<file path="src/rtl/f_pc_redirect.sv">
// Fetch PC unit: resolves jumps/branches in decode, owns the PC, flushes IF on a
// redirect and parks the redirect target while instruction memory is busy.
//
//   state  | meaning
//   S_RUN  | sequential fetch; redirects applied directly when imem is ready
//   S_PEND | redirect target parked in r_pend_pc until imem accepts it
module f_pc_redirect #(
  parameter logic [31:0] RESET_PC = 32'h0000_0000
) (
  input  logic        i_clk,
  input  logic        i_rst_n,
  input  logic        i_valid_d,
  input  logic        i_stall,
  input  logic        i_imem_ready,
  input  logic [1:0]  i_jump,
  input  logic [2:0]  i_bop,
  input  logic [31:0] i_rs_data,
  input  logic [31:0] i_rt_data,
  input  logic [15:0] i_imm,
  input  logic [25:0] i_target,
  input  logic [31:0] i_pc4_d,
  output logic [31:0] o_pc,
  output logic        o_flush,
  output logic        o_taken,
  output logic        o_pend
);

  typedef enum logic {S_RUN, S_PEND} state_t;

  state_t      r_state, w_state_nxt;
  logic [31:0] r_pc, w_pc_nxt;
  logic [31:0] r_pend_pc, w_pend_pc_nxt;

  logic        w_rs_zero, w_rs_neg, w_br_true, w_redir;
  logic [31:0] w_br_off, w_br_tgt, w_j_tgt, w_target;

  assign w_rs_zero = (i_rs_data == 32'h0);
  assign w_rs_neg  = i_rs_data[31];

  always_comb begin
    w_br_true = 1'b0;
    if (i_jump == 2'b00) begin
      unique case (i_bop)
        3'b001:  w_br_true = (i_rs_data == i_rt_data);
        3'b010:  w_br_true = (i_rs_data != i_rt_data);
        3'b011:  w_br_true = w_rs_neg | w_rs_zero;
        3'b100:  w_br_true = ~w_rs_neg & ~w_rs_zero;
        3'b101:  w_br_true = w_rs_neg;
        3'b110:  w_br_true = ~w_rs_neg;
        default: w_br_true = 1'b0;
      endcase
    end
  end

  assign w_redir  = i_valid_d & ~i_stall &
                    ((i_jump == 2'b01) | (i_jump == 2'b10) | w_br_true);
  assign w_br_off = {{14{i_imm[15]}}, i_imm, 2'b00};
  assign w_br_tgt = i_pc4_d + w_br_off;
  assign w_j_tgt  = {i_pc4_d[31:28], i_target, 2'b00};

  always_comb begin
    w_target = w_br_tgt;
    if (i_jump == 2'b01)      w_target = w_j_tgt;
    else if (i_jump == 2'b10) w_target = i_rs_data;
  end

  always_ff @(posedge i_clk or negedge i_rst_n) begin
    if (!i_rst_n) begin
      r_state   <= S_RUN;
      r_pc      <= RESET_PC;
      r_pend_pc <= 32'h0;
    end else begin
      r_state   <= w_state_nxt;
      r_pc      <= w_pc_nxt;
      r_pend_pc <= w_pend_pc_nxt;
    end
  end

  // Priority: redirect > parked target > sequential increment > hold.
  always_comb begin
    w_state_nxt   = r_state;
    w_pc_nxt      = r_pc;
    w_pend_pc_nxt = r_pend_pc;
    unique case (r_state)
      S_RUN: begin
        if (w_redir && i_imem_ready) begin
          w_pc_nxt = w_target;
        end else if (w_redir) begin
          w_pend_pc_nxt = w_target;
          w_state_nxt   = S_PEND;
        end else if (i_imem_ready && !i_stall) begin
          w_pc_nxt = r_pc + 32'd4;
        end
      end
      S_PEND: begin
        if (w_redir && i_imem_ready) begin
          w_pc_nxt    = w_target;
          w_state_nxt = S_RUN;
        end else if (w_redir) begin
          w_pend_pc_nxt = w_target;
        end else if (i_imem_ready) begin
          w_pc_nxt    = r_pend_pc;
          w_state_nxt = S_RUN;
        end
      end
      default: w_state_nxt = S_RUN;
    endcase
  end

  assign o_pc    = r_pc;
  assign o_pend  = (r_state == S_PEND);
  // Redirect strobes are combinational, so gate them directly by reset.
  assign o_flush = w_redir & i_rst_n;
  assign o_taken = w_redir & i_rst_n;

endmodule

</file>
<file path="config.mk">
export PLATFORM = sky130hd
export DESIGN_NAME = f_pc_redirect
export DESIGN_NICKNAME = d
export VERILOG_FILES = /design/src/rtl/f_pc_redirect.sv
export SDC_FILE = /design/constraint.sdc
export NUM_CORES = 1
export LEC_CHECK = 0
export BUFFER_PORTS_ARGS = -buffer_cell sky130_fd_sc_hd__buf_4
export CORE_MARGIN = 4
export CORE_UTILIZATION = 35
export DETAILED_ROUTE_END_ITERATION = 8
export GPL_TIMING_DRIVEN = 0
export HOLD_SLACK_MARGIN = 0.05
export PLACE_DENSITY_LB_ADDON = 0.15
export RECOVER_POWER = 100
export SETUP_SLACK_MARGIN = 0.02
export SKIP_LAST_GASP = 1
export SLEW_MARGIN = 5
export SYNTH_ARGS = -nofsm -noshare
export SYNTH_HDL_FRONTEND = slang
export SYNTH_SLANG_ARGS = --single-unit
export TNS_END_PERCENT = 100
</file>
<file path="constraint.sdc">
create_clock -name i_clk -period 5.2 [get_ports i_clk]
set_input_delay 0.52 -clock i_clk [delete_from_list [all_inputs] [get_ports i_clk]]
set_output_delay 0.52 -clock i_clk [all_outputs]
set_load 0.05 [all_outputs]
</file>
# Yosys cells after proc, flatten, opt, wreduce, memory -nomap -nowiden
# Cells that the tools add are included.
# word_totals
regBits	65
input_bits	148
out_inout_bits	35
word_cells	57
# classes
addsub	2
eq_ne	14
muxes	19
bitwise	12
n_reduce_logical	7
# ops
cell	count
32-bit 2-to-1 mux	10
32-bit case mux with 2 select lines	1
32-bit by 3-bit adder with 32-bit output (second input constant)	1
32-bit adder	1
32-bit equality test	1
32-bit zero test	1
32-bit != test	1
3-bit equality test (second input constant)	3
3-bit by 2-bit equality test with 1-bit output (second input constant)	2
1-bit 2-to-1 mux	6
3-bit by 2-bit != test with 1-bit output (second input constant)	2
3-bit != test (second input constant)	2
1-bit case mux with 6 select lines	1
1-bit inverter	5
1-bit AND	4
4-bit AND reduction	1
3-bit by 1-bit equality test with 1-bit output (second input constant)	1
1-bit OR	3
2-bit by 1-bit equality test with 1-bit output (second input constant)	1
2-bit equality test (second input constant)	1
1-bit logical AND	2
2-bit zero test	1
1-bit case mux with 2 select lines	1
2-bit AND reduction	1
1-bit zero test	1

# Longest topological paths before layout
# depth
ltp_word	10
ltp_mapped	11

# Least setup slack after synthesis
# OpenSTA, ideal clock, no wires.
# synth_timing
path_kind	input to output
start	input port i_rs_data[5]
end	output port o_taken
arrival_ps	2886
t_required_ps	4680
path_slack_ps	1794
stages	10
path_cell_list	nor4_1 -> nand4_1 -> or4_1 -> nand3_1 -> a41oi_1 -> nor3b_2 -> buf_4 -> buf_2 -> and2_1 -> buf_4
# synth_between
elab_chain_cells	8
# synth_lines
item	line	rtl
start, declared	17	input logic [31:0] i_rs_data,
32-bit zero test	37	assign w_rs_zero = (i_rs_data == 32'h0);
1-bit inverter	47	3'b100: w_br_true = ~w_rs_neg & ~w_rs_zero;
1-bit AND	47	
1-bit case mux with 6 select lines (*)	43	unique case (i_bop)
1-bit 2-to-1 mux (*)	42	if (i_jump == 2'b00) begin
1-bit OR (*)	56	((i_jump == 2'b01) | (i_jump == 2'b10) | w_br_true);
1-bit AND (*)	55	assign w_redir = i_valid_d & ~i_stall &
1-bit AND (*)	--	
end, declared	24	output logic o_taken,
# Every way passes the cells marked *; elsewhere a longest branch is shown, timed or not.

# Worst setup path in the final report
# layout_timing
start	input port i_rs_data[24]
end	output port o_taken
# layout_between
elab_chain_cells	8
# layout_lines
item	line	rtl
32-bit zero test	37	
1-bit inverter	47	
1-bit AND	47	
1-bit case mux with 6 select lines (*)	43	
1-bit 2-to-1 mux (*)	42	
1-bit OR (*)	56	
1-bit AND (*)	55	
1-bit AND (*)	114	assign o_taken = w_redir & i_rst_n;
# Marked as above.

==> key figures <==
Final layout
  – Net count reported at finish: 1187
  – Synth-to-Final Area Change: 27.7%
  – N_diodes: 0
  – Filler instances: roughly 1900
  – Final Util: 45.8%
  – Share of layout cells above drive strength 1: 17.5%
  – Non-Filler Instances: between 1000 and 1500

Route
  – Routed Wire Length: 25.6 mm
  – Vias: 6983
  – Iter 0 DRT Violations: around 590
  – Final ANT Viol Nets: 0
  – DRT Pass-1 Iters: 6
  – DRC viols: 0
  – DR WL/cell: 20.8 um
  – Vias per inst: 5.66

Floorplan
  – Die area: about 0.02 sq mm
  – Row count: 48
  – I/O Pins: 183
  – Die height: 142 um
  – Die Wd: 142 um
  – Core Box Area: 0.0174 sq mm
  – Starting Density: a little over a third

Clock network
  – Clk buf depth: 2
  – Total CTS buffers: 9
  – Max H-tree Level: 3
  – Clock Pin Slew Worst Setup and Hold Paths: about 50 ps
  – Post-CTS Setup Inserts: 0
  – CTS resizes: 0
  – Clk sinks: 65
  – Hold_buf cts: 0
  – CTS tree: built
  – Root buffer cell: clkbuf_16
  – Clock Latency Late Sink: approximately 330 ps

Setup path
  – Startpoint types: input port
  – CP max-delay cell: nor4_1
  – Worst reg2reg path depth: 10
  – CP peak stage delay: 530 ps
  – Worst setup path endpoint: o_taken
  – Reg-to-Reg End: o_pc[30]
  – Stages on the worst setup path: 12
  – Worst setup path category: in -> out
  – WP buf/inv: 5
  – Worst Setup SP: i_rs_data[24]
  – Crit path max fanout: 10
  – Worst path arrival time: about 3800 ps
  – CP Cell Sequence: clkbuf_1 -> xor2_1 -> nor4_1 -> nand4_1 -> o21ai_0 -> a41oi_1 -> nor3b_1 -> clkbuf_1 -> clkbuf_1 -> and2_0 -> buf_4 -> buf_4
  – CP dominant cell by count: clkbuf_1
  – CP Capture Type: output pin
  – R2R setup slack: 2460 ps
  – CP required: 4680 ps
  – Reg-to-reg critical path startpoint: o_pc[2]
  – CP delay by family, top: buffers and inverters

Timing
  – Worst-margin pin slew: 861 ps
  – Final Max Slew Viols: 0
  – Final setup viols: 0
  – Clock skew: 4.90 ps
  – Final worst setup slack: 881 ps
  – Slew margin rel.: 42.6%
  – Max Freq: 0.232 GHz
  – Final Hold Viols: 0
  – Fin crit share: 83.1%
  – Period minus WS final: 4320 ps
  – Setup TNS: 0 ps
  – RSZ-0062 raised after global routing: no

GRT
  – GR peak layer: met2
  – Met1 Use GR: 34.3%
  – Vias in the first global route: 6746
  – Largest net degree at the start of global routing: 67
  – Grt met2 use: around 40%
  – First-pass GRT wire length: slightly below 40 mm
  – M3 GR Usage: 3.44%
  – Initial antenna violation count: 0
  – Overflow left after global routing: 0
  – All-layer global routing usage: 24.8%

Yosys
  – Synth Area per Inst: 7.69 sq um
  – Seq/Total Area, Yosys: between 20% and 30%
  – Synthesized Nets: 995
  – Synth unique cells: between 60 and 70
  – Simple-gate portion of the synthesized area: 22.0%
  – Post-synth top area share: between 20% and 30%
  – Top cell type by total area after synthesis: dfrtp_1
  – FFs w/ async S/R, synth: 100%
  – Post-synthesis adder-cell area fraction: 6.92%
  – Yosys warnings: 0
  – Post-synthesis compound-gate area fraction: 25.8%
  – EDFF count, synth: 0
  – Proportion of synthesized area in mux cells: 4.24%
  – Largest family of logic cells by synthesized area: compound AO/OA/AOI/OAI gates
  – Main synth FF type: dfrtp_1
  – Cells after Synth: 813
  – Synthesized cell area: about 0.0063 sq mm
  – Synth top area cells: dfrtp_1, xor2_1, nand2_1
  – Xor/xnor share of the synthesized area: 10.8%
  – Post-synthesis register bit count: 65

Place
  – DP Cell Count: 1219
  – Final RePlAce weighted congestion: 0.907
  – Pre-CTS WS: 1260 ps
  – IO buf count: 181
  – DP Wirelength: approximately 21 mm

Power and ir drop
  – Pwr Total: 2.55 mW
  – Power Density: 319 mW/mm^2
  – Pleak: approximately 3.5 nW
  – Peak supply drop: 0.000258 V

Status
  – Run status: completed

Job
  – MaxCap Viol Count: 0

Hold path
  – Worst hold path class: in -> async
[power breakdown]
group	switching (mW)	internal [mW]	total, mW
combinational	0.776	0.411	1.19
sequential	0.166	0.657	0.822
clock	0.208	0.334	0.541
total	1.15	1.40	2.55
[cell usage in the layout, fill, tap and decap left out, drive strengths merged, types with 6 or more instances in the layout]
| cell type | netlist | final |
|---|---|---|
| a211oi | 12 | 12 |
| a21o | 14 | 14 |
| a21oi | 49 | 49 |
| a22o | 8 | 8 |
| a31oi | 12 | 12 |
| and3 | 10 | 10 |
| buf | 14 | 150 |
| clkbuf | 32 | 92 |
| dfrtp | 65 | 65 |
| ha | 33 | 33 |
| inv | 16 | 16 |
| mux2 | 12 | 12 |
| mux2i | 13 | 13 |
| nand2 | 131 | 131 |
| nand3 | 27 | 27 |
| nand4 | 11 | 11 |
| nor2 | 55 | 55 |
| nor2b | 6 | 6 |
| nor3 | 7 | 7 |
| nor4 | 18 | 18 |
| o211ai | 8 | 8 |
| o21a | 9 | 9 |
| o21ai | 88 | 88 |
| o22ai | 12 | 12 |
| o31ai | 6 | 6 |
| xnor2 | 21 | 21 |
| xor2 | 56 | 56 |
[worst min-delay path by stage]
stage                               end  slack, ps  depth (start not counted)
after floorplan                 o_pc[0]        220                          0
after global placement    r_pend_pc[29]        460                          2
after detailed placement  r_pend_pc[29]        460                          2
after CTS                      o_pc[10]        340                          1
after global routing           o_pc[10]        380                          1
final                     r_pend_pc[10]        300                          1
[cells by family (layout without fill, tap and decap cells)]
| kind of cell | Yosys count | after routing |
|---|---|---|
| AOI/OAI and AO/OA | 254 | 254 |
| xor gates and xnor gates | 77 | 77 |
| adders and majority gates | 34 | 34 |
| buffers and inverters | 62 | 258 |
| DFF | 65 | 65 |
| muxes | 25 | 25 |
| and+or+nand+nor | 296 | 296 |
[stage by stage]
step / hold slack (ps) / cell area, sq um
after floorplan: 224 / 6250
after global placement: 458 / 7890
after detailed placement: 463 / 7890
after CTS: 340 / 8150
after global routing: 377 / 7990
final: 300 / 7990
[layer usage]
| metal | part of all wire [%] | up-vias |
|---|---|---|
| met5 | 0 | - |
| met4 | 2.4 | 0 |
| met3 | 7.1 | 37 |
| met2 | 46 | 305 |
| met1 | 44 | 3291 |
| li1 | - | 3350 |
[state kept, by name, summed over array words and instances, names as in the netlist]
signal,flops
o_pc,32
r_pend_pc,32
o_pend,1
[cells in the mapped netlist (13+ instances only)]
| library cell | count |
|---|---|
| nand3_1 | 27 |
| ha_1 | 33 |
| o21ai_0 | 80 |
| nand2_1 | 130 |
| xor2_1 | 56 |
| xnor2_1 | 21 |
| nor2_1 | 55 |
| a21oi_1 | 49 |
| inv_1 | 14 |
| a21o_1 | 14 |
| dfrtp_1 | 65 |
| clkbuf_1 | 32 |
| nor4_1 | 18 |
| mux2i_1 | 13 |
[cell type report]
type | count | area [sq um] | share of cell area, %
plain buffers | 46 | 181 | 2.27
well taps | 225 | 282 | 3.53
clock buffers | 15 | 258 | 3.23
flip-flops and latches | 65 | 1630 | 20.4
repair buffers | 181 | 1230 | 15.4
multi-input cells | 686 | 4350 | 54.5
inverters | 16 | 60.1 | 0.752
(Power assumes the default switching activity.)
